File: src/rtl/mt_tc_bank_if.sv
// MT Tape Control register bus bundle.
// Master drives strobes/data/status, slave returns mtTC and flags.
interface mt_tc_bank_if #(
    parameter int NSLV = 8
);
    logic            mtINIT;
    logic [35:0]     mtDATAI;
    logic            mtWRTC;
    logic            mtPRESET;
    logic            mtBUSY;
    logic            mtSACCLR;
    logic [NSLV-1:0] mtACCL;
    logic [NSLV-1:0] mtFCS;
    logic [15:0]     mtTC;
    logic            mtSWBUSY;
    logic            mtRMR;

    modport master (
        output mtINIT, mtDATAI, mtWRTC, mtPRESET,
        output mtBUSY, mtSACCLR, mtACCL, mtFCS,
        input  mtTC, mtSWBUSY, mtRMR
    );

    modport slave (
        input  mtINIT, mtDATAI, mtWRTC, mtPRESET,
        input  mtBUSY, mtSACCLR, mtACCL, mtFCS,
        output mtTC, mtSWBUSY, mtRMR
    );
endinterface

File: src/rtl/mt_tc_bank.sv
// MT Tape Control register with slave-select settle tracking.
// Define MTTC_CTX_EN for per-slave DEN/FMT/EVPAR shadows.
module mt_tc_bank #(
    parameter int NSLV       = 8,
    parameter int SETTLE     = 16,
    parameter int DEN_PRESET = 2
) (
    input logic         clk,
    input logic         rst_n,
    mt_tc_bank_if.slave bus
);

    localparam int CW = (SETTLE > 1) ? $clog2(SETTLE) : 1;
    localparam logic [CW-1:0] CNT_LOAD = CW'(SETTLE - 1);

    typedef enum logic {
        ST_IDLE,
        ST_SETTLE
    } state_t;

    state_t        state_q, state_d;
    logic [CW-1:0] cnt_q, cnt_d;

    logic [2:0] ss_q, ss_d;
    logic       evpar_q, evpar_d;
    logic [3:0] fmt_q, fmt_d;
    logic [2:0] den_q, den_d;
    logic       un11_q, un11_d;
    logic       eaodte_q, eaodte_d;
    logic       sac_q, sac_d;
    logic       rmr_q, rmr_d;

    logic       wr_acc;
    logic       ss_chg;
    logic [2:0] wr_ss;
    logic       accl;
    logic       fcs;

`ifdef MTTC_CTX_EN
    logic [7:0] shd_q [NSLV];
    logic [7:0] shd_d [NSLV];
    logic [7:0] rest;
    logic       unused_data;
    assign unused_data = ^{bus.mtDATAI[35:17], bus.mtDATAI[15:13]};
`else
    logic       unused_data;
    assign unused_data = ^{bus.mtDATAI[35:13]};
`endif

    // Field update: init, preset, accepted write (normal or select-only)
    always_comb begin
        ss_d     = ss_q;
        evpar_d  = evpar_q;
        fmt_d    = fmt_q;
        den_d    = den_q;
        un11_d   = un11_q;
        eaodte_d = eaodte_q;
        sac_d    = sac_q;
        rmr_d    = 1'b0;
        ss_chg   = 1'b0;
        wr_ss    = bus.mtDATAI[2:0];
        wr_acc   = bus.mtWRTC & ~bus.mtBUSY & ~bus.mtPRESET;
`ifdef MTTC_CTX_EN
        shd_d = shd_q;
        rest  = '0;
        for (int i = 0; i < NSLV; i++) begin
            if (wr_ss == 3'(i)) begin
                rest = shd_q[i];
            end
        end
`endif
        if (bus.mtINIT) begin
            ss_d     = '0;
            evpar_d  = 1'b0;
            fmt_d    = '0;
            den_d    = '0;
            un11_d   = 1'b0;
            eaodte_d = 1'b0;
            sac_d    = 1'b0;
`ifdef MTTC_CTX_EN
            for (int i = 0; i < NSLV; i++) begin
                shd_d[i] = '0;
            end
`endif
        end else begin
            rmr_d = bus.mtWRTC & bus.mtBUSY & ~bus.mtPRESET;
            if (bus.mtSACCLR) begin
                sac_d = 1'b0;
            end
            if (bus.mtPRESET) begin
                ss_chg  = (ss_q != 3'd0);
                ss_d    = '0;
                den_d   = 3'(DEN_PRESET);
                fmt_d   = '0;
                evpar_d = 1'b0;
`ifdef MTTC_CTX_EN
                shd_d[0] = {3'(DEN_PRESET), 5'd0};
`endif
            end else if (wr_acc) begin
                ss_chg = (wr_ss != ss_q);
                if (ss_chg) begin
                    sac_d = 1'b1;
                end
                ss_d = wr_ss;
`ifdef MTTC_CTX_EN
                if (bus.mtDATAI[16]) begin
                    {den_d, fmt_d, evpar_d} = rest;
                end else begin
                    {den_d, fmt_d, evpar_d} = bus.mtDATAI[10:3];
                    un11_d   = bus.mtDATAI[11];
                    eaodte_d = bus.mtDATAI[12];
                    for (int i = 0; i < NSLV; i++) begin
                        if (wr_ss == 3'(i)) begin
                            shd_d[i] = bus.mtDATAI[10:3];
                        end
                    end
                end
`else
                {den_d, fmt_d, evpar_d} = bus.mtDATAI[10:3];
                un11_d   = bus.mtDATAI[11];
                eaodte_d = bus.mtDATAI[12];
`endif
            end
        end
    end

    // Settle FSM: any slave change (re)starts the masking interval
    always_comb begin
        state_d = state_q;
        cnt_d   = cnt_q;
        if (bus.mtINIT) begin
            state_d = ST_IDLE;
            cnt_d   = '0;
        end else if (ss_chg) begin
            state_d = ST_SETTLE;
            cnt_d   = CNT_LOAD;
        end else if (state_q == ST_SETTLE) begin
            if (cnt_q == '0) begin
                state_d = ST_IDLE;
            end else begin
                cnt_d = cnt_q - 1'b1;
            end
        end
    end

    // Selected slave status, masked while settling or out of range
    always_comb begin
        accl = 1'b0;
        fcs  = 1'b0;
        for (int i = 0; i < NSLV; i++) begin
            if (ss_q == 3'(i)) begin
                accl = bus.mtACCL[i];
                fcs  = bus.mtFCS[i];
            end
        end
        if (state_q == ST_SETTLE) begin
            accl = 1'b0;
            fcs  = 1'b0;
        end
    end

    assign bus.mtTC = {accl, fcs, sac_q, eaodte_q, un11_q,
                       den_q, fmt_q, evpar_q, ss_q};
    assign bus.mtSWBUSY = (state_q == ST_SETTLE);
    assign bus.mtRMR    = rmr_q;

    // Register state with asynchronous reset
    always_ff @(posedge clk or negedge rst_n) begin
        if (!rst_n) begin
            state_q  <= ST_IDLE;
            cnt_q    <= '0;
            ss_q     <= '0;
            evpar_q  <= 1'b0;
            fmt_q    <= '0;
            den_q    <= '0;
            un11_q   <= 1'b0;
            eaodte_q <= 1'b0;
            sac_q    <= 1'b0;
            rmr_q    <= 1'b0;
        end else begin
            state_q  <= state_d;
            cnt_q    <= cnt_d;
            ss_q     <= ss_d;
            evpar_q  <= evpar_d;
            fmt_q    <= fmt_d;
            den_q    <= den_d;
            un11_q   <= un11_d;
            eaodte_q <= eaodte_d;
            sac_q    <= sac_d;
            rmr_q    <= rmr_d;
        end
    end

`ifdef MTTC_CTX_EN
    // Per-slave context shadows
    always_ff @(posedge clk or negedge rst_n) begin
        if (!rst_n) begin
            for (int i = 0; i < NSLV; i++) begin
                shd_q[i] <= '0;
            end
        end else begin
            for (int i = 0; i < NSLV; i++) begin
                shd_q[i] <= shd_d[i];
            end
        end
    end
`endif

endmodule
File: src/flat_wrapper.sv
// flat-port wrapper written by rule: the top's interface ports become plain ports
module mt_tc_bank_flat 
#(
    parameter int NSLV       = 8,
    parameter int SETTLE     = 16,
    parameter int DEN_PRESET = 2
)
  (clk, rst_n, bus_mtINIT, bus_mtDATAI, bus_mtWRTC, bus_mtPRESET, bus_mtBUSY, bus_mtSACCLR, bus_mtACCL, bus_mtFCS, bus_mtTC, bus_mtSWBUSY, bus_mtRMR);
  mt_tc_bank_if #(.NSLV(NSLV)) bus_i ();
  input logic clk;
  input logic rst_n;
  input wire logic [$bits(bus_i.mtINIT)-1:0] bus_mtINIT;
  input wire logic [$bits(bus_i.mtDATAI)-1:0] bus_mtDATAI;
  input wire logic [$bits(bus_i.mtWRTC)-1:0] bus_mtWRTC;
  input wire logic [$bits(bus_i.mtPRESET)-1:0] bus_mtPRESET;
  input wire logic [$bits(bus_i.mtBUSY)-1:0] bus_mtBUSY;
  input wire logic [$bits(bus_i.mtSACCLR)-1:0] bus_mtSACCLR;
  input wire logic [$bits(bus_i.mtACCL)-1:0] bus_mtACCL;
  input wire logic [$bits(bus_i.mtFCS)-1:0] bus_mtFCS;
  output wire logic [$bits(bus_i.mtTC)-1:0] bus_mtTC;
  output wire logic [$bits(bus_i.mtSWBUSY)-1:0] bus_mtSWBUSY;
  output wire logic [$bits(bus_i.mtRMR)-1:0] bus_mtRMR;
  assign bus_i.mtINIT = bus_mtINIT;
  assign bus_i.mtDATAI = bus_mtDATAI;
  assign bus_i.mtWRTC = bus_mtWRTC;
  assign bus_i.mtPRESET = bus_mtPRESET;
  assign bus_i.mtBUSY = bus_mtBUSY;
  assign bus_i.mtSACCLR = bus_mtSACCLR;
  assign bus_i.mtACCL = bus_mtACCL;
  assign bus_i.mtFCS = bus_mtFCS;
  assign bus_mtTC = bus_i.mtTC;
  assign bus_mtSWBUSY = bus_i.mtSWBUSY;
  assign bus_mtRMR = bus_i.mtRMR;
  mt_tc_bank #(.NSLV(NSLV), .SETTLE(SETTLE), .DEN_PRESET(DEN_PRESET)) u_core (.clk(clk), .rst_n(rst_n), .bus(bus_i));
endmodule
File: config.mk
export PLATFORM = sky130hd
export DESIGN_NAME = mt_tc_bank_flat
export DESIGN_NICKNAME = d
export VERILOG_FILES = /design/src/rtl/mt_tc_bank_if.sv /design/src/rtl/mt_tc_bank.sv /design/src/flat_wrapper.sv
export SDC_FILE = /design/constraint.sdc
export NUM_CORES = 1
export LEC_CHECK = 0
export CAP_MARGIN = 20
export CORE_ASPECT_RATIO = 0.9
export CORE_UTILIZATION = 30
export DETAILED_ROUTE_END_ITERATION = 12
export GPL_TIMING_DRIVEN = 0
export PLACE_DENSITY_LB_ADDON = 0.15
export SETUP_SLACK_MARGIN = 0.2
export SYNTH_ARGS = -nofsm -noshare
export SYNTH_HDL_FRONTEND = slang
export SYNTH_SLANG_ARGS = --single-unit
File: constraint.sdc
create_clock -name clk -period 3.15 [get_ports clk]
set_clock_uncertainty 0.15 [all_clocks]
set_input_delay 0.945 -clock clk [delete_from_list [all_inputs] [get_ports clk]]
set_output_delay 0.945 -clock clk [all_outputs]
set_load 0.01 [all_outputs]
==> results of run 1 <==
## flip-flops by register name, summed over array words and instances, names as in the netlist, 3 cells and up
signal and cells:
u_core.fmt_q 4, u_core.den_q 3, u_core.cnt_q 4, u_core.ss_q 3
## power groups by stage
stage / Sequential [mW] / Combinational, mW / Clock (mW)
floorplan: 0.283 / 0.0630 / 0
detailed placement: 0.283 / 0.146 / 0
global placement: 0.282 / 0.144 / 0
global route: 0.280 / 0.165 / 0.211
CTS: 0.278 / 0.149 / 0.199
finish: 0.278 / 0.150 / 0.194
## synthesized netlist by cell type, types with 3 or more instances
master     n
a211oi_1   3
buf_2      3
xnor2_1    4
a21oi_1    9
dfrtp_1   20
buf_4      7
nand2_1    5
a22o_1    10
mux2_2     5
inv_1      5
nor2_1     5
## cell families after synthesis
logic type | count (synthesis) | synth area share (%)
muxes | 7 | 6.70
adders and majority gates | 1 | 1.10
xor gates and xnor gates | 4 | 3.07
and+or+nand+nor | 23 | 12.0
buffers and inverters | 17 | 8.23
AOI/OAI and AO/OA | 39 | 25.0
DFF | 20 | 43.9
## critical path: cells and delay by family
kind,cells,cell delay [ps]
buffers and inverters,3,340
AOI/OAI and AO/OA,3,410
muxes,1,260
## what timing repair did
action / in CTS / in global routing
gates resized for setup: 50 / 1
endpoints found under the setup margin: 2 / 2
pin swaps: 11 / 1
gates cloned: 0 / 0
## metrics by stage
stage / hold slack [ps] / utilization [%] / std cells / instance area [um^2] / TNS [ps]
after global routing: 372 / 52.1 / 212 / 1820 / 0
after detailed placement: 343 / 49.3 / 208 / 1730 / -1220
after global placement: 340 / 49.3 / 208 / 1730 / -1210
after floorplan: 324 / - / 111 / 1140 / 0
final: 358 / 52.1 / 212 / 1820 / 0
after CTS: 361 / 51.9 / 212 / 1820 / 0
## cell type report
class | instances | area [um^2]
Fill cell | 333 | 1680
Multi-Input combinational cell | 74 | 606
Timing Repair Buffer | 53 | 514
Sequential cell | 20 | 500
Buffer | 12 | 75.1
Clock buffer | 4 | 55.1
Tap cell | 44 | 55.1
Inverter | 5 | 18.8
## final timing paths
check | startpoint | to | slack (ps) | depth (start not counted)
worst max-delay path | bus_mtFCS[0] | bus_mtTC[14] | 100 | 7
worst min-delay path | u_core.den_q[0] | u_core.den_q[0] | 360 | 1
worst max register to register | u_core.cnt_q[0] | u_core.cnt_q[1] | 1270 | 6
worst min register to register | u_core.den_q[0] | u_core.den_q[0] | 360 | 1
max in group asynchronous | rst_n | u_core.ss_q[1] | 1230 | 1
min in group asynchronous | rst_n | u_core.eaodte_q | 1060 | 1
## per-layer routing
metal  wire [um]  vias to the layer above  track usage [%]
li1            -                      518                -
met2        1430                       36             28.1
met1        1460                      507             23.0
met4          25                        0             5.47
met5           0                        -                0
met3         206                        4             3.95
==> impl_metrics.yaml, run 1 <==
cts:
  cts_setup_buffers: 0
  postCtsHoldBufs: 0
  cts.clk_slew.worst_paths_ps: 70
  numCtsBuffers: 3
  tritoncts_num_sinks: 20
  cts_tree: "done"
  clk_path_buf_depth: 2
  cts_max_level: 1
  clockRootBuffer: "clkbuf_8"
  clk_latency_ps: 250
placed_design:
  gp_congestion: 0.709
  dp_hpwl_mm: 2.19
  numPortBuffers: 53
  dpl_worst_slack_ps: -638
global_route:
  grt_pass1_wl_mm: 5.19
  grt_max_degree: 21
  grt_usage_pct: 17.3
  grt_pass1_vias: 1099
  grt-ovfl-total: 0
  antenna_found_initial: 0
power:
  p_clk_share_pct: 31.1
  p_total_mw: 0.622
  combPwrFrac_pct: 24.2
  power_leakage_nw: 0.777
  netSwitchingPower_mw: 0.154
  power.internal_mw: 0.467
  seqPwrFrac_pct: 44.7
  vdd_drop_max_mv: 0.184
  power.density_nw_per_um2: 341
  p_sw_share_pct: 24.8
die:
  core.rowCount: 20
  die_h_um: 60.5
  die_area_um2: 4050
  die-width_um: 67.0
  core-area_um2: 3500
  ios: 77
  start_util_pct: 32.5
cells_and_area:
  final_common_cell: "clkdlybuf4s50_1"
  syn_to_final_growth_pct: 60.0
  insertedDiodeCount: 0
  most-common-layout-cells: "clkdlybuf4s50_1, dfrtp_1, a22o_1"
  layout.nets: 229
  drive_gt1_share_pct: 23.2
yosys:
  synth_cell_types: 34
  synth_top_cell_by_area: "dfrtp_1"
  async_flop_share_pct: 100
  ys_seq_area_share_pct: 43.9
  yosys-top-cells-area: "dfrtp_1, a22o_1, mux2_2"
  netlist_area_um2: 1140
  syn_nets: 171
  synthFlopType: "dfrtp_1"
  syn_area_per_cell_um2: 10.3
  syn_inst: 111
  ys_warn_count: 0
  synth_seq_cells: 20
  synth_edf_count: 0
  synth_top_area_share_pct: 43.9
setup_path:
  critPathSlowestCell: "mux2_4"
  crit_arrival_ps: 1960
  worst-path-max-fanout: 1
  critPathRequiredTime_ps: 2050
  cpMostUsedCell: "buf_6"
  endpoint_kind: "output port"
  path_class: "primary input to output port"
  path_cells: "buf_6 > mux2_4 > a22oi_2 > a2bb2oi_2 > a211oi_2 > buf_4 > buf_6"
  critical-path-max-stage-delay_ps: 260
  start_kind: "primary input"
routing:
  vias_per_cell: 5.02
  first_pass_iters: 4
  drc_errors: 0
  wl_mm: 3.13
  vias: 1065
  wl_per_cell_um: 14.8
  drt-initial-drc-count: 43
  ant_nets: 0
run:
  max_cap_violations: 0
sta:
  period_minus_slack_ps: 3050
  fmax_mhz: 328
  setup_violations: 0
  rsz0062_at_grt: "true"
  max_slew.worst_pin.slew_ps: 926
  setup_ws_ps: 98.3
  finalHoldViolCount: 0
  fin_crit_sh_pct: 96.9
  maxSlewViolCount: 0
  max_slew_margin_pct: 38.1
min_path:
  hp-class: "flip-flop to flip-flop"
status:
  status: "finished clean"
Note: power is estimated with default switching activity, not from simulation.
==> run 2, diff against run 1 <==
Clock period 3.15 ns to 3.7 ns, I/O delays scaled along.
==> run 2 against run 1 <==
  * Global-route usage fell by 0.20 points
  * Clock power fell by 15%
  * Combinational power fell by 15%
  * Critical path depth fell by 1
  * Total power fell by 15%
  * Clock-buffer cell count did not move
  * Die area did not move
  * Largest cell class unchanged
==> impl_metrics.yaml, run 2 (synthesized netlist as in run 1, its figures left out) <==
placed_design:
  gp_congestion: 0.709
  numPortBuffers: 53
  placed_area_um2: 1730
  dp_hpwl_mm: 2.19
sta:
  max_slew.worst_pin.slew_ps: 926
  max_slew_margin_pct: 38.1
  rsz0062_at_grt: "true"
  period_minus_slack_ps: 3480
  fmax_mhz: 287
  fin_tns_setup_ps: 0
  finalHoldViolCount: 0
  setup_violations: 0
  fin_crit_sh_pct: 94.1
  fin_hold_ws_ps: 358
  maxSlewViolCount: 0
cells_and_area:
  final_common_cell: "clkdlybuf4s50_1"
  drive_gt1_share_pct: 22.0
  syn_to_final_growth_pct: 59.3
  layout.nets: 229
  nFillCells: 338
  largestRegisters: "u_core.cnt_q (4), u_core.fmt_q (4)"
  post-route-cell-area_um2: 1820
  insertedDiodeCount: 0
  most-common-layout-cells: "clkdlybuf4s50_1, dfrtp_1, dlygate4sd2_1"
  fin_util_pct: 51.8
die:
  core.rowCount: 20
  die_h_um: 60.5
  ios: 77
  core-area_um2: 3500
  start_util_pct: 32.5
  die-width_um: 67.0
  die_area_um2: 4050
power:
  p_total_mw: 0.528
  power.density_nw_per_um2: 291
  power_leakage_nw: 0.770
  vdd_drop_max_mv: 0.157
cts:
  cts.clk_slew.worst_paths_ps: 70
  clk_path_buf_depth: 2
  numCtsBuffers: 3
  cts_max_level: 1
  tritoncts_num_sinks: 20
  clockRootBuffer: "clkbuf_8"
  clk_latency_ps: 250
  cts_tree: "done"
  postCtsHoldBufs: 0
routing:
  wl_mm: 3.13
  wl_per_cell_um: 14.8
  first_pass_iters: 3
  vias_per_cell: 4.99
  vias: 1058
  drt-initial-drc-count: 44
  ant_nets: 0
  drc_errors: 0
global_route:
  antenna_found_initial: 0
  grt_usage_pct: 17.1
  grt_pass1_vias: 1092
  grt_pass1_wl_mm: 5.11
  grt-ovfl-total: 0
  grt_max_degree: 21
min_path:
  hp-class: "flip-flop to flip-flop"
setup_path:
  critPathRequiredTime_ps: 2440
  crit_start: "bus_mtACCL[5]"
  crit_end: "bus_mtTC[15]"
  rr_worst_depth: 6
  crit_arrival_ps: 2220
  reg2reg_slack_ps: 1820
  worstReg2RegStart: "u_core.cnt_q[0]"
  path_class: "primary input to output port"
  endpoint_kind: "output port"
  start_kind: "primary input"
  regToRegEndpoint: "u_core.cnt_q[1]"
  worst-path-max-fanout: 1
run:
  max_cap_violations: 0
status:
  status: "finished clean"
==> run 2: routing by layer <==
metal	GRT usage [%]	share of wire [%]	up-vias
met1	22.9	46	500
met4	5.47	0.80	0
met3	3.95	6.6	4
met2	27.6	46	36
li1	-	-	518
met5	0	0	-
==> run 2: report_power, final <==
part / switching, mW / internal, mW
Clock: 0.0701 / 0.0946
Combinational: 0.0530 / 0.0740
Sequential: 0.00844 / 0.228
==> run 2: per-stage QoR <==
stage | cells | setup WS, ps
finish | 212 | 219
global route | 212 | 169
CTS | 212 | 200
detailed placement | 208 | -418
global placement | 208 | -393
floorplan | 111 | 553
==> run 2: cell type report <==
class / count / area [um^2] / area share (%)
buffer: 12 / 75.1 / 4.14
clock buffer: 4 / 55.1 / 3.03
multi-input combinational: 74 / 602 / 33.1
timing repair buffer: 53 / 509 / 28.0
inverter: 5 / 18.8 / 1.03
sequential: 20 / 500 / 27.6
tap: 44 / 55.1 / 3.03
==> run 2: how the worst min path moves through the flow <==
stage	to	depth (start not counted)	slack [ps]	start
floorplan	u_core.evpar_q	1	320	u_core.evpar_q
global placement	u_core.den_q[0]	1	340	u_core.den_q[0]
detailed placement	u_core.fmt_q[0]	1	340	u_core.fmt_q[0]
CTS	u_core.fmt_q[0]	1	360	u_core.fmt_q[0]
global route	u_core.den_q[0]	1	370	u_core.den_q[0]
finish	u_core.den_q[2]	1	360	u_core.den_q[2]
==> run 2: timing repair <==
action                                  4_1_cts  5_1_grt
buffers inserted                              0        0
gates resized for setup                      36        6
endpoints found under the setup margin        2        2
pin swaps                                    11        5
==> run 2: critical path, stage by stage <==
cell	delay, ps
clkdlybuf4s50_1	390
mux2_2	270
o22ai_2	110
a211oi_2	90
buf_4	140
buf_6	110
==> RTL change 1: new RTL, flow settings as in run 1 <==
Build with the macro `MTTC_CTX_EN` defined.
--- a/src/rtl/mt_tc_bank.sv
+++ b/src/rtl/mt_tc_bank.sv
@@ -1,5 +1,7 @@
 // MT Tape Control register with slave-select settle tracking.
 // Define MTTC_CTX_EN for per-slave DEN/FMT/EVPAR shadows.
+`define MTTC_CTX_EN
+
 module mt_tc_bank #(
     parameter int NSLV       = 8,
     parameter int SETTLE     = 16,
Check against the original RTL: not equivalent (Yosys sat finds a counterexample within 4 cycles, from zero or initial values and one cycle with rst_n low).
==> RTL change 1 against run 1 <==
- the flow now finishes with violations (negative setup slack)
- synthesized area grew to 3.9 times the old value
- sequential share of layout area grew 12 points
- cell area grew to 3.0 times the old value
- power grew to 3.9 times the old value
- sequential cell count grew 64
- combinational power grew 95%
- wire length grew to 4.1 times the old value
- worst setup slack lost 200 ps
- critical path type unchanged
- highest routed layer unchanged
==> RTL change 1: results (changes against run 1) <==
* I/O Buffers at 42 (-21%)
* WHS at 349.9 ps (-7.816 ps)
* Syn nets at 484 (+180%)
* Met2 WL at 5.844 mm (+310%)
* Status: finished with violations
* Switching Share at 0.2500 (+0.001601)
* Failing checks: negative setup slack
* Top post-synthesis cells by area: dfrtp_1 (48%), mux2i_1 (17%), nor2_1 (5.5%)
* Vias/cell at 5.010 (-0.26%)
* Seq pwr share at 0.454 (+0.007)
* Pre-CTS setup slack at -779.6 ps (-141.9 ps)
* Largest net degree at the start of global routing at 45 (+110%)
* Power Density at 452.3 nW/um^2 (+33%)
* Vias at 3382 (+220%)
* Worst EP arrival at 2150 ps (+190 ps)
* Vias in the first global route at 3306 (+200%)
* Worst path max stage delay at 460 ps (+200 ps)
* Fill cells at 1467 (+340%)
* CP max-delay cell: mux4_2
* Worst Tran Pin Value at 699.2 ps (-227.2 ps)
* Placed insts at 660 (+220%)
* Power Clock at 1.04 mW (+440%)
* Setup TNS at -99.62 ps (-99.62 ps)
* Max rail drop VDD at 0.2345 mV (+28%)
* Yosys cell types at 47 (+38%)
* Placed cell areas at 5094 sq um (+200%)
* Post-Route WL at 12.94 mm (+310%)
* Wl on met1 at 6.378 mm (+340%)
* XOR/XNOR Fraction of Synth Area at 0.009938 (-0.02080)
* Met3 Resource Use GR at 0.04045 (+0.0009809)
* Final setup violation count at 1 (+1)
* Setup ws final at -99.62 ps (-197.9 ps)
## RTL change 1: cell types whose count changed after synthesis, sizes merged, moves of 10 or more
cell	run 1	this run
clkbuf	2	23
nand2	5	20
nand3	1	11
buf	10	28
dfrtp	20	84
mux2i	2	74
nor2	5	65
## RTL change 1: cell type report
type | instances | share of cell area
well taps | 193 | 0.04477
clock inverters | 1 | 0.0009279
inverters | 5 | 0.003479
clock buffers | 14 | 0.05266
plain buffers | 51 | 0.04941
repair buffers | 43 | 0.08188
flip-flops and latches | 84 | 0.3897
multi-input cells | 284 | 0.3772
## RTL change 1: worst paths after layout
check	start	to	depth (start not counted)
setup reg to reg	u_core.ss_q[2]	u_core.bus.mtSWBUSY	5
hold reg to reg	u_core.shd_q[58]	u_core.shd_q[58]	1
max in group asynchronous	rst_n	u_core.shd_q[10]	2
hold / removal	u_core.shd_q[58]	u_core.shd_q[58]	1
min in group asynchronous	rst_n	u_core.shd_q[51]	1
setup / recovery	bus_mtFCS[0]	bus_mtTC[14]	7
==> RTL change 2: new RTL, settings of run 1 <==
Without the edit above. `NSLV` is set to 8 in 3 places; all go to 4.
--- a/src/rtl/mt_tc_bank_if.sv
+++ b/src/rtl/mt_tc_bank_if.sv
@@ -1,7 +1,7 @@
 // MT Tape Control register bus bundle.
 // Master drives strobes/data/status, slave returns mtTC and flags.
 interface mt_tc_bank_if #(
-    parameter int NSLV = 8
+    parameter int NSLV = 4
 );
     logic            mtINIT;
     logic [35:0]     mtDATAI;
--- a/src/rtl/mt_tc_bank.sv
+++ b/src/rtl/mt_tc_bank.sv
@@ -1,7 +1,7 @@
 // MT Tape Control register with slave-select settle tracking.
 // Define MTTC_CTX_EN for per-slave DEN/FMT/EVPAR shadows.
 module mt_tc_bank #(
-    parameter int NSLV       = 8,
+    parameter int NSLV       = 4,
     parameter int SETTLE     = 16,
     parameter int DEN_PRESET = 2
 ) (
--- a/src/flat_wrapper.sv
+++ b/src/flat_wrapper.sv
@@ -1,7 +1,7 @@
 // flat-port wrapper written by rule: the top's interface ports become plain ports
 module mt_tc_bank_flat 
 #(
-    parameter int NSLV       = 8,
+    parameter int NSLV       = 4,
     parameter int SETTLE     = 16,
     parameter int DEN_PRESET = 2
 )
Interface: changed (resized bus_mtACCL and bus_mtFCS); port bits go from 77 to 69. No check against the original RTL was run, so the function may have changed too.
==> RTL change 2 against run 1 <==
- synthesized area fell by 7.2%
- maximum frequency rose by 2.0%
- highest routed layer unchanged
- largest cell class is now buffers
- worst setup slack gained 61 ps
- global-route usage fell by 3.2 points
- wire length down 26%
- synthesized cell count shrank 24%
- critical endpoint unchanged
- power is 7.8% lower
- cell area fell by 12%
- clock power shrank 17%
- sequential cell count unchanged
==> RTL change 2: results (changes against run 1) <==
* Syn nets at 136 (-20%)
* RePlAce Congestion at 0.7248 (+2.2%)
* Setup ws final at 159.0 ps (+60.73 ps)
* Nets at 186 (-19%)
* All-layer global routing usage at 0.1408 (-0.03234)
* Ys async rst share at 1.000 (unchanged)
* P_leak at 0.6851 nW (-12%)
* Fill cells at 328 (-1.5%)
* Reg2reg path depth at 5 (-1)
* DR DRC count at 0 (unchanged)
* Met3 Resource Use GR at 0.04457 (+0.005100)
* Initial antenna violation count at 0 (unchanged)
* Seq/Total Area, Yosys at 0.4734 (+0.03429)
* Share of layout cells above drive strength 1 at 0.2727 (+0.04058)
* Grt met1 use at 0.1675 (-0.06265)
* Largest regs: u_core.cnt_q: 4 flops, u_core.fmt_q: 4 flops
* Status: complete, no violations
* Most frequent cells after synthesis: dfrtp_1 (20), a22o_1 (11), buf_4 (9), inv_1 (4)
* Max rail drop VDD at 0.2489 mV (+35%)
* Post-Route WL at 2.302 mm (-26%)
* Vias in the first global route at 913 (-17%)
* DP Wirelength at 1.766 mm (-19%)
* Clock Latency Late Sink at 250 ps (about the same)
* Worst EP arrival at 1900 ps (-60 ps)
* Drt first-iter violations at 29 (-33%)
* Clock tree buffer depth at 2 (unchanged)
* Flop2flop setup slack at 1430 ps (+160 ps)
* First-pass GRT wire length at 4.057 mm (-22%)
* Yosys cell types at 30 (-12%)
* Pre-CTS setup slack at -536.0 ps (+101.6 ps)
* I/O Buffers at 45 (-15%)
* WHS Endpoint: u_core.den_q[2]
* GR Util met2 at 0.2466 (-0.03477)
* Worst Hold Launch: u_core.den_q[2]
* RR Endpoint: u_core.cnt_q[0]
* Vias/cell at 4.801 (-4.4%)
* Max FO, Critical Path at 1 (unchanged)
* Synth area leader: dfrtp_1
* Top post-synthesis cells by area: dfrtp_1 (47%), a22o_1 (9.1%), buf_4 (6.4%)
* Slew HR at 0.3888 (+0.008293)
RTL change 2: cells by family after synthesis:
| family | count (synthesis) | share of synthesized area |
|---|---|---|
| adders and majority gates | 1 | 0.01183 |
| AOI/OAI and AO/OA | 24 | 0.2083 |
| buffers and inverters | 14 | 0.08164 |
| DFF | 20 | 0.4734 |
| and+or+nand+nor | 19 | 0.1408 |
| xor gates and xnor gates | 3 | 0.02486 |
| muxes | 3 | 0.05917 |
RTL change 2: worst max-delay path by stage:
stage | from | end | depth (start not counted)
final | bus_mtFCS[3] | bus_mtTC[14] | 5
after CTS | bus_mtFCS[3] | bus_mtTC[14] | 5
after detailed placement | bus_mtFCS[1] | bus_mtTC[14] | 5
after global routing | bus_mtFCS[3] | bus_mtTC[14] | 5
after floorplan | bus_mtFCS[1] | bus_mtTC[14] | 3
after global placement | bus_mtFCS[1] | bus_mtTC[14] | 5
RTL change 2: layer usage:
| metal | routed length, um | vias to the layer above |
|---|---|---|
| met5 | 0 | - |
| met4 | 14 | 0 |
| met3 | 121 | 2 |
| met2 | 1163 | 22 |
| met1 | 1002 | 415 |
| li1 | - | 406 |
RTL change 2: area by class of cell:
type	count	area, sq um	area share
buffer	9	67.56	0.04189
clock buffer	3	41.29	0.02560
inverter	5	18.77	0.01164
multi-input combinational	50	473.0	0.2933
sequential	20	500.5	0.3103
tap	44	55.05	0.03413
timing repair buffer	45	456.7	0.2832
RTL change 2: what timing repair did:
action,4_1_cts,5_1_grt
setup endpoints to repair,2,2
hold buffers,0,0
gates resized for setup,42,3
cloned,0,0
endpoints found under the hold margin,0,0
RTL change 2: per-stage QoR:
| stage | instances | area, sq um | hold slack (ps) | util | TNS, ps |
|---|---|---|---|---|---|
| floorplan | 84 | 1057 | 317.2 | - | 0 |
| global placement | 173 | 1563 | 338.2 | 0.4626 | -1041 |
| detailed placement | 173 | 1563 | 339.0 | 0.4626 | -1071 |
| CTS | 176 | 1594 | 358.0 | 0.4719 | 0 |
| global route | 176 | 1613 | 363.2 | 0.4774 | 0 |
| finish | 176 | 1613 | 356.7 | 0.4774 | 0 |
RTL change 2: critical path, stage by stage:
cell and delay [ps]:
buf_6 90, mux4_2 450, nor3b_2 160, buf_4 140, buf_6 110
RTL change 2: power by group:
part           switching (mW)  total (mW)  leakage (nW)  internal, mW
Clock                  0.0760       0.161        0.0216        0.0850
Combinational          0.0499       0.130         0.391        0.0803
Sequential             0.0137       0.282         0.272         0.268
Total                   0.140       0.573         0.685         0.433
